===== src/rtl/spwm_modulator_pkg.sv =====
// Shared types for the SPWM modulator.
// Leg FSM encoding and reference offset.
package spwm_modulator_pkg;

  typedef enum logic [1:0] {
    IDLE = 2'd0,
    L_ON = 2'd1,
    H_ON = 2'd2,
    DEAD = 2'd3
  } leg_state_e;

  localparam int unsigned REF_OFFSET = 32768;

endpackage


===== src/rtl/spwm_modulator_deadtime_leg.sv =====
// One H-bridge leg: complementary gates with dead time.
// Gates are registered from the next-state decode.
module deadtime_leg
  import spwm_modulator_pkg::*;
#(
  parameter int DEADTIME_WIDTH = 8
) (
  input  logic                      clk,
  input  logic                      rst_n,
  input  logic                      raw_i,
  input  logic [DEADTIME_WIDTH-1:0] deadtime_i,
  input  logic                      run_i,
  input  logic                      kill_i,
  output logic                      hi_o,
  output logic                      lo_o
);

  leg_state_e state_q, state_d;
  logic [DEADTIME_WIDTH-1:0] dcnt_q, dcnt_d;
  logic hi_q, lo_q;

  always_comb begin
    state_d = state_q;
    dcnt_d  = dcnt_q;
    if (kill_i || !run_i) begin
      state_d = IDLE;
      dcnt_d  = '0;
    end else begin
      unique case (state_q)
        IDLE: begin
          state_d = DEAD;
          dcnt_d  = deadtime_i;
        end
        L_ON: begin
          if (raw_i) begin
            state_d = DEAD;
            dcnt_d  = deadtime_i;
          end
        end
        H_ON: begin
          if (!raw_i) begin
            state_d = DEAD;
            dcnt_d  = deadtime_i;
          end
        end
        DEAD: begin
          // raw only matters at expiry
          if (dcnt_q == '0) begin
            state_d = raw_i ? H_ON : L_ON;
          end else begin
            dcnt_d = dcnt_q - DEADTIME_WIDTH'(1);
          end
        end
        default: state_d = IDLE;
      endcase
    end
  end

  always_ff @(posedge clk or negedge rst_n) begin
    if (!rst_n) begin
      state_q <= IDLE;
      dcnt_q  <= '0;
      hi_q    <= 1'b0;
      lo_q    <= 1'b0;
    end else begin
      state_q <= state_d;
      dcnt_q  <= dcnt_d;
      hi_q    <= (state_d == H_ON);
      lo_q    <= (state_d == L_ON);
    end
  end

  assign hi_o = hi_q;
  assign lo_o = lo_q;

endmodule


===== src/rtl/spwm_modulator.sv =====
// Unipolar SPWM for a full H-bridge: triangle carrier,
// double-update compare, dead-time legs, fault latch.
module spwm_modulator
  import spwm_modulator_pkg::*;
#(
  parameter int DATA_WIDTH     = 16,
  parameter int CARRIER_WIDTH  = 16,
  parameter int DEADTIME_WIDTH = 8
) (
  input  logic                      clk,
  input  logic                      rst_n,
  input  logic                      enable,
  input  logic [DATA_WIDTH-1:0]     sine_in,
  input  logic [CARRIER_WIDTH-1:0]  carrier_period,
  input  logic [DEADTIME_WIDTH-1:0] deadtime,
  input  logic                      fault,
  output logic                      pwm_ah,
  output logic                      pwm_al,
  output logic                      pwm_bh,
  output logic                      pwm_bl,
  output logic                      carrier_sync,
  output logic                      fault_active
);

  localparam int PW = DATA_WIDTH + CARRIER_WIDTH;
  localparam logic [DATA_WIDTH-1:0] MIN_S =
    {1'b1, {(DATA_WIDTH-1){1'b0}}};

  logic [CARRIER_WIDTH-1:0] cnt_q, cnt_d;
  logic [CARRIER_WIDTH-1:0] cmp_a_q, cmp_a_d;
  logic [CARRIER_WIDTH-1:0] cmp_b_q, cmp_b_d;
  logic up_q, up_d;
  logic run_q;
  logic flt_q, flt_d;
  logic sync_q, sync_d;
  logic run, kill, active, sample;
  logic [DATA_WIDTH-1:0] neg, off_a, off_b;

  assign run    = enable && (carrier_period >= CARRIER_WIDTH'(2));
  assign kill   = !enable || fault || flt_q;
  assign active = run && !kill;

  // saturating negation keeps leg B symmetric at -full-scale
  assign neg   = (sine_in == MIN_S) ? ~MIN_S
               : (~sine_in + DATA_WIDTH'(1));
  assign off_a = sine_in + DATA_WIDTH'(REF_OFFSET);
  assign off_b = neg + DATA_WIDTH'(REF_OFFSET);

  always_comb begin
    cnt_d = cnt_q;
    up_d  = up_q;
    if (!active || !run_q) begin
      cnt_d = '0;
      up_d  = 1'b1;
    end else if (up_q) begin
      if (cnt_q >= carrier_period) begin
        cnt_d = cnt_q - CARRIER_WIDTH'(1);
        up_d  = 1'b0;
      end else begin
        cnt_d = cnt_q + CARRIER_WIDTH'(1);
      end
    end else if (cnt_q == '0) begin
      cnt_d = cnt_q + CARRIER_WIDTH'(1);
      up_d  = 1'b1;
    end else begin
      cnt_d = cnt_q - CARRIER_WIDTH'(1);
    end
  end

  always_comb begin
    sample = active && run_q &&
             (cnt_q == '0 || cnt_q == carrier_period);
    cmp_a_d = cmp_a_q;
    cmp_b_d = cmp_b_q;
    if (sample) begin
      cmp_a_d = CARRIER_WIDTH'(
        (PW'(off_a) * PW'(carrier_period)) >> DATA_WIDTH);
      cmp_b_d = CARRIER_WIDTH'(
        (PW'(off_b) * PW'(carrier_period)) >> DATA_WIDTH);
    end
    flt_d  = enable && (flt_q || fault);
    sync_d = active && (cnt_d == '0);
  end

  always_ff @(posedge clk or negedge rst_n) begin
    if (!rst_n) begin
      cnt_q   <= '0;
      up_q    <= 1'b1;
      run_q   <= 1'b0;
      cmp_a_q <= '0;
      cmp_b_q <= '0;
      flt_q   <= 1'b0;
      sync_q  <= 1'b0;
    end else begin
      cnt_q   <= cnt_d;
      up_q    <= up_d;
      run_q   <= active;
      cmp_a_q <= cmp_a_d;
      cmp_b_q <= cmp_b_d;
      flt_q   <= flt_d;
      sync_q  <= sync_d;
    end
  end

  deadtime_leg #(.DEADTIME_WIDTH(DEADTIME_WIDTH)) u_leg_a (
    .clk        (clk),
    .rst_n      (rst_n),
    .raw_i      (cnt_q < cmp_a_q),
    .deadtime_i (deadtime),
    .run_i      (run),
    .kill_i     (kill),
    .hi_o       (pwm_ah),
    .lo_o       (pwm_al)
  );

  deadtime_leg #(.DEADTIME_WIDTH(DEADTIME_WIDTH)) u_leg_b (
    .clk        (clk),
    .rst_n      (rst_n),
    .raw_i      (cnt_q < cmp_b_q),
    .deadtime_i (deadtime),
    .run_i      (run),
    .kill_i     (kill),
    .hi_o       (pwm_bh),
    .lo_o       (pwm_bl)
  );

  assign carrier_sync = sync_q;
  assign fault_active = flt_q;

endmodule


===== config.mk =====
export PLATFORM = sky130hd
export DESIGN_NAME = spwm_modulator
export DESIGN_NICKNAME = d
export VERILOG_FILES = /design/src/rtl/spwm_modulator_pkg.sv /design/src/rtl/spwm_modulator_deadtime_leg.sv /design/src/rtl/spwm_modulator.sv
export SDC_FILE = /design/constraint.sdc
export NUM_CORES = 1
export LEC_CHECK = 0
export CAP_MARGIN = 10
export CORE_MARGIN = 1.5
export CORE_UTILIZATION = 65
export CTS_BUF_LIST = sky130_fd_sc_hd__clkbuf_8
export DETAILED_ROUTE_END_ITERATION = 6
export HOLD_SLACK_MARGIN = 0.03
export PLACE_DENSITY_LB_ADDON = 0.3
export SKIP_LAST_GASP = 1
export SLEW_MARGIN = 40
export SYNTH_ARGS = -nofsm -noshare
export SYNTH_HDL_FRONTEND = slang
export SYNTH_HIERARCHICAL = 1
export SYNTH_SLANG_ARGS = --single-unit

===== constraint.sdc =====
create_clock -name clk -period 4 [get_ports clk]
set_input_delay 0.4 -clock clk [delete_from_list [all_inputs] [get_ports clk]]
set_output_delay 0.4 -clock clk [all_outputs]
set_load 0.03 [all_outputs]

==> metrics.md, run 1 <==
| Metric | Value |
|---|---|
| Status | finished, violations left |
| Failing checks | negative setup slack |
| Area delta synth->final | 28.2% |
| Final WL | 73800 um |
| CTS tree | yes |
| CP max FO | 4 |
| Syn_area_per_cell | about 8.6 um2 |
| Net count, final | 3556 |
| Setup WS post-layout | -3.06 ns |
| Drt drc | 0 |
| Min Clock Period, post-route | slightly above 7 ns |
| Starting DRT DRC Count | 2138 |
| RSZ-0062 raised after global routing | yes |
| Die area | around 0.034 mm2 |
| Cell mode on critical path | fa_1 |
| CP Buf/Inv Count | 8 |
| Post-synthesis net count | 3170 |
| First-pass GRT wire length | between 100000 and 150000 um |
| Pins Over Slew Limit | 0 |
| Final period util | 1.77 |
| Fmax | around 140 MHz |
| Total gr overflow | 0 |
| CP max stage delay | roughly 0.55 ns |
| Vias per inst | around 6.0 |
| Max-slew headroom | 0.530 |
| Clock-pin slew on the worst setup and hold paths | ~0.09 ns |
| Count of different cell masters after synthesis | between 70 and 80 |
| PortBufs | around 50 |
| Post-synth EDFFs | 0 |
| CTS Buf Count | 9 |
| Hold_buf cts | 0 |
| Hpwl dp | slightly above 50000 um |
| Final hold vios | 0 |
| Max-Cap Viols | 0 |
| Site row count | 66 |
| Synth Cell Area | roughly 0.021 mm2 |
| Clock Latency Late Sink | 0.36 ns |
| Largest net degree at the start of global routing | 77 |
| Main synth FF type | dfrtp_1 |
| Setup crit start kind | input pin |
| Share of async-settable or async-resettable flops after synthesis | 1.00 |
| Finish-stage setup viols | 32 |
| Critical Path RT | roughly 4.3 ns |
| Starting Density | 0.657 |
| Clk sinks | 76 |
| Hold Slack | 0.0319 ns |
| Setup_tns | -74.49 ns |
| Post-Syn Instances | around 2500 |
| Slew at the pin with the worst max-slew slack | around 0.7 ns |
| # fillers | ~1800 |
| DR pass1 iterations | 6 |
| Clk_skew | between 0.015 and 0.02 ns |
| Die span in x | ~180 um |
| Clock Tree Root | clkbuf_8 |
| Hold crit path type | input pin to asynchronous set/reset pin |
| Post-synthesis register bit count | 76 |
| Register area | between 0.0015 and 0.002 mm2 |
| Synth warnings | 6 |
| IO Count | 50 |
| Antenna Violating Nets Remaining | 0 |
| Delay-heaviest family, CP | adder cells |
| WL/cell | 22.2 um |
| Slowest CP cell | or4_4 |
| CTS Buffer Depth | 2 |
| GRT Overall Usage | 0.418 |
| Setup CP Type | input pin to flip-flop |
| Critical path capture point type | flip-flop |
| RD Place Congestion | around 0.95 |
| Number of global-route vias before repair | roughly 21000 |
| Total vias in the final route | about 20000 |
| Die Y | 184 um |
| Seq/Total Area, Yosys | 0.0894 |
| CP arrival | ~7.3 ns |
| Multi-input gate area | 0.0182 mm2 |
| CTS H-tree lvls | 3 |
| Antenna violations before repair | 2 |
| Core footprint | 0.0324 mm2 |
| Layout cells sized above 1 | 0.254 |
Yosys cell counts (9+ instances only):
library cell | instances | area, um2
inv_1 | 504 | 1890
nand2_1 | 395 | 1480
fa_1 | 386 | 7730
ha_1 | 254 | 3180
nor2_1 | 134 | 503
a21oi_1 | 110 | 551
clkbuf_1 | 99 | 372
and2_1 | 78 | 488
dfrtp_1 | 75 | 1880
o21ai_0 | 61 | 305
nor3_1 | 38 | 190
a21o_1 | 26 | 195
mux2i_1 | 26 | 260
nand2b_1 | 25 | 156
xor2_1 | 23 | 201
xnor2_1 | 22 | 193
nand3_1 | 17 | 85.1
nor2b_1 | 16 | 100
and3_1 | 14 | 87.6
nor4_1 | 14 | 87.6
nand4_1 | 13 | 81.3
or3_1 | 13 | 81.3
o21a_1 | 11 | 82.6
a211oi_1 | 9 | 67.6
o21ai_1 | 9 | 45.0
stage by stage:
step / utilization / setup slack, ns / cells / area (um2)
global route: 0.843 / -3.53 / 3321 / 27300
detailed placement: 0.773 / -3.81 / 3194 / 25000
global placement: 0.772 / -3.62 / 3194 / 25000
floorplan: - / -2.94 / 2486 / 22100
CTS: 0.810 / -2.97 / 3272 / 26200
finish: 0.843 / -3.06 / 3321 / 27300
repair_timing:
item,4_1_cts,5_1_grt
buffers inserted,60,50
gates cloned,4,2
resized for setup,195,239
endpoints found under the setup margin,33,33
pin swaps,76,90
registers in the layout, summed over array words and instances (netlist names):
signal,flops
cmp_a_q,16
u_leg_a/hi_o,1
u_leg_b/dcnt_q,8
u_leg_a/dcnt_q,8
u_leg_b/hi_o,1
up_q,1
u_leg_b/lo_o,1
cnt_q,16
cmp_b_q,16
fault_active,1
u_leg_a/state_q,2
u_leg_a/lo_o,1
carrier_sync,1
run_q,1
u_leg_b/state_q,2
kinds of logic after synthesis:
logic type / count (synthesis) / share of synthesized area
AO/OA/AOI/OAI: 284 / 0.0834
XOR/XNOR: 45 / 0.0185
adder cells (fa/ha/maj): 640 / 0.513
buffers and inverters: 621 / 0.111
flip-flops: 76 / 0.0894
multiplexers: 26 / 0.0122
AND/OR/NAND/NOR: 794 / 0.173
layout by cell type (no fill, tap or decap), types with 29 or more instances in the layout:
| cell | count |
|---|---|
| inv_1 | 477 |
| fa_1 | 359 |
| nand2_1 | 354 |
| buf_4 | 354 |
| ha_1 | 234 |
| nor2_1 | 120 |
| a21oi_1 | 91 |
| dfrtp_1 | 75 |
| and2_1 | 71 |
| buf_12 | 44 |
| buf_6 | 39 |
| o21ai_0 | 30 |
| inv_2 | 29 |
per-layer routing:
| layer | wire (um) | GRT usage |
|---|---|---|
| met5 | 0 | 0 |
| met4 | 5430 | 0.211 |
| met3 | 8070 | 0.0810 |
| met2 | 33700 | 0.688 |
| met1 | 26600 | 0.528 |
layout make-up:
type	instances	area share
Antenna cell	2	0.000183
Inverter	510	0.0702
Clock inverter	6	0.00257
Tap cell	442	0.0203
Sequential cell	76	0.0698
Clock buffer	10	0.00505
Timing Repair Buffer	485	0.165
Multi-Input combinational cell	1790	0.667
path summary, 6_finish.rpt:
check / endpoint / start / depth (start not counted) / slack [ns]
hold reg to reg: cmp_a_q[14] / cmp_a_q[14] / 1 / 0.48
setup / recovery: cmp_b_q[13] / sine_in[1] / 28 / -3.06
hold / removal: u_leg_b/dcnt_q[2] / rst_n / 1 / 0.03
max in group asynchronous: cnt_q[10] / rst_n / 1 / 3.44
setup reg to reg: u_leg_a/dcnt_q[4] / cnt_q[1] / 14 / 0.37
min in group clk: cmp_a_q[14] / cmp_a_q[14] / 1 / 0.48
Power of run 1 is not shown: default switching activity piles up to over one toggle a cycle in this logic, so the estimate is an artifact.
==> run 2: changes to the inputs <==
--- a/config.mk
+++ b/config.mk
@@ -10,7 +10,7 @@
 export CORE_UTILIZATION = 65
 export CTS_BUF_LIST = sky130_fd_sc_hd__clkbuf_8
 export DETAILED_ROUTE_END_ITERATION = 6
-export HOLD_SLACK_MARGIN = 0.03
+export HOLD_SLACK_MARGIN = 0.08
 export PLACE_DENSITY_LB_ADDON = 0.3
 export SKIP_LAST_GASP = 1
 export SLEW_MARGIN = 40
==> metrics.md, run 2 (synthesis gave the netlist of run 1 again) <==
| Metric | Value |
|---|---|
| Status | finished, violations left |
| Failing checks | design-rule violations, negative setup slack |
| DR pass1 iterations | 7 |
| Total vias in the final route | just over 20000 |
| Met2 usage | 0.688 |
| IO Count | 50 |
| CP max FO | 8 |
| GRT Overall Usage | 0.418 |
| Commonest non-fill, non-tap cells in the layout | 477 x inv_1, 359 x fa_1, 354 x nand2_1, 354 x buf_4, 234 x ha_1 |
| Fmax | between 100 and 150 MHz |
| # fillers | 1805 |
| Clock Tree Root | clkbuf_8 |
| Starting Density | 0.657 |
| Largest net degree at the start of global routing | between 70 and 80 |
| Critical Path Source | sine_in[15] |
| Setup WS post-layout | -3.04 ns |
| RSZ-0062 raised after global routing | yes |
| Clk_skew | about 0.018 ns |
| Net count, final | 3557 |
| Finish-stage setup viols | 32 |
| Total gr overflow | 0 |
| Layout cells sized above 1 | 0.254 |
| PortBufs | just under 50 |
| CTS tree | yes |
| Hpwl dp | 51900 um |
| Starting DRT DRC Count | between 2000 and 2500 |
| CTS Buf Count | 9 |
| Area delta synth->final | 28.3% |
| Final WL | 73500 um |
| First-pass GRT wire length | ~110000 um |
| Top Registers | cmp_a_q x16, cmp_b_q x16, cnt_q x16 |
| Site row count | 66 |
| Core footprint | roughly 0.032 mm2 |
| Critical path capture point type | flip-flop |
| Worst r2r src | cnt_q[1] |
| Die span in x | ~180 um |
| Critical Path RT | about 4.3 ns |
| Max-Cap Viols | 0 |
| Hold Slack | approximately 0.48 ns |
| WL/cell | approximately 22 um |
| Drt drc | 2 |
| Antenna Violating Nets Remaining | 0 |
| Final period util | 1.76 |
| CP arrival | around 7.3 ns |
| Min Clock Period, post-route | approximately 7.0 ns |
| Min-delay src | cmp_a_q[14] |
| Clk sinks | 76 |
| Die Y | 184 um |
| Antenna violations before repair | 2 |
| Pins Over Slew Limit | 0 |
| Setup crit start kind | input pin |
| Slew at the pin with the worst max-slew slack | around 0.7 ns |
| Final hold vios | 0 |
| Setup CP Type | input pin to flip-flop |
| RD Place Congestion | between 0.9 and 1 |
| Vias per inst | 6.06 |
| CTS H-tree lvls | 3 |
| GR met3 Demand/Resource | 0.0810 |
| Most common cell after layout, fill and taps aside | inv_1 |
| Number of global-route vias before repair | between 20000 and 25000 |
| Layer with the highest usage | met2 |
| Max-slew headroom | 0.531 |
| Die area | around 0.034 mm2 |
| Hold crit path type | flip-flop to flip-flop |
| Clock-pin slew on the worst setup and hold paths | 0.09 ns |
| CTS Buffer Depth | 2 |
| Clock Latency Late Sink | about 0.36 ns |
| M1 GR Usage | 0.528 |
-- run 2: cell count changes in the layout (fill, tap and decap cells not counted) --
cell	change
diode_2	+1
dlygate4sd3_1	+1
-- run 2: final cells by class --
| type | instances | area [um2] | share of cell area |
|---|---|---|---|
| Antenna cell | 3 | 7.51 | 0.000275 |
| Clock buffer | 10 | 138 | 0.00504 |
| Clock inverter | 6 | 70.1 | 0.00257 |
| Inverter | 510 | 1920 | 0.0702 |
| Multi-Input combinational cell | 1790 | 18200 | 0.667 |
| Sequential cell | 76 | 1900 | 0.0697 |
| Tap cell | 442 | 553 | 0.0203 |
| Timing Repair Buffer | 486 | 4510 | 0.165 |
-- run 2: per-stage QoR --
| step | instance area (um2) | std cells | setup TNS [ns] | setup slack [ns] | utilization |
|---|---|---|---|---|---|
| after global placement | 25000 | 3194 | -95.49 | -3.62 | 0.772 |
| after floorplan | 22100 | 2486 | -65.54 | -2.94 | - |
| after global routing | 27300 | 3322 | -81.52 | -3.53 | 0.843 |
| final | 27300 | 3323 | -74.38 | -3.04 | 0.843 |
| after CTS | 26200 | 3273 | -71.24 | -2.97 | 0.811 |
| after detailed placement | 25000 | 3194 | -100.40 | -3.81 | 0.773 |
-- run 2: metal layers --
layer / wire length (um) / vias to the layer above
met5: 0 / -
met4: 5310 / 0
met3: 8140 / 449
met2: 33800 / 1396
met1: 26300 / 9778
li1: - / 8512
-- run 2: what timing repair did --
action / 4_1_cts / 5_1_grt
buffers inserted: 60 / 50
hold buffers: 1 / 0
resized for setup: 195 / 239
gates cloned: 4 / 2
endpoints found under the hold margin: 3 / 0
setup endpoints to repair: 33 / 33
pin swaps: 76 / 90
-- run 2: final timing paths --
kind                                     end  slack, ns  depth (start not counted)
min                              cmp_a_q[14]       0.48                          1
min in group asynchronous  u_leg_b/dcnt_q[2]       0.61                          2
min reg2reg                      cmp_a_q[14]       0.48                          1
max in group asynchronous          cnt_q[10]       2.86                          2
max                              cmp_b_q[13]      -3.04                         28
max reg2reg                u_leg_a/dcnt_q[4]       0.38                         14
-- run 2: worst max-delay path: stages --
cell and delay, ns:
clkdlybuf4s15_1 0.23, or4b_4 0.52, nor2_4 0.22, buf_6 0.13, buf_6 0.09, nand3_4 0.17
nand2_4 0.13, buf_12 0.14, nand2_1 0.08, fa_1 0.52, inv_1 0.06, fa_1 0.47
fa_1 0.57, fa_1 0.44, fa_1 0.49, inv_1 0.05, fa_1 0.49, inv_2 0.05
ha_4 0.21, and2_4 0.17, a2111oi_4 0.27, o21ai_1 0.12, a31o_2 0.26, o21a_1 0.21
o31ai_4 0.30, a21oi_2 0.14, o21a_1 0.19, o31ai_1 0.20
Power of run 2 is left out for the same reason.
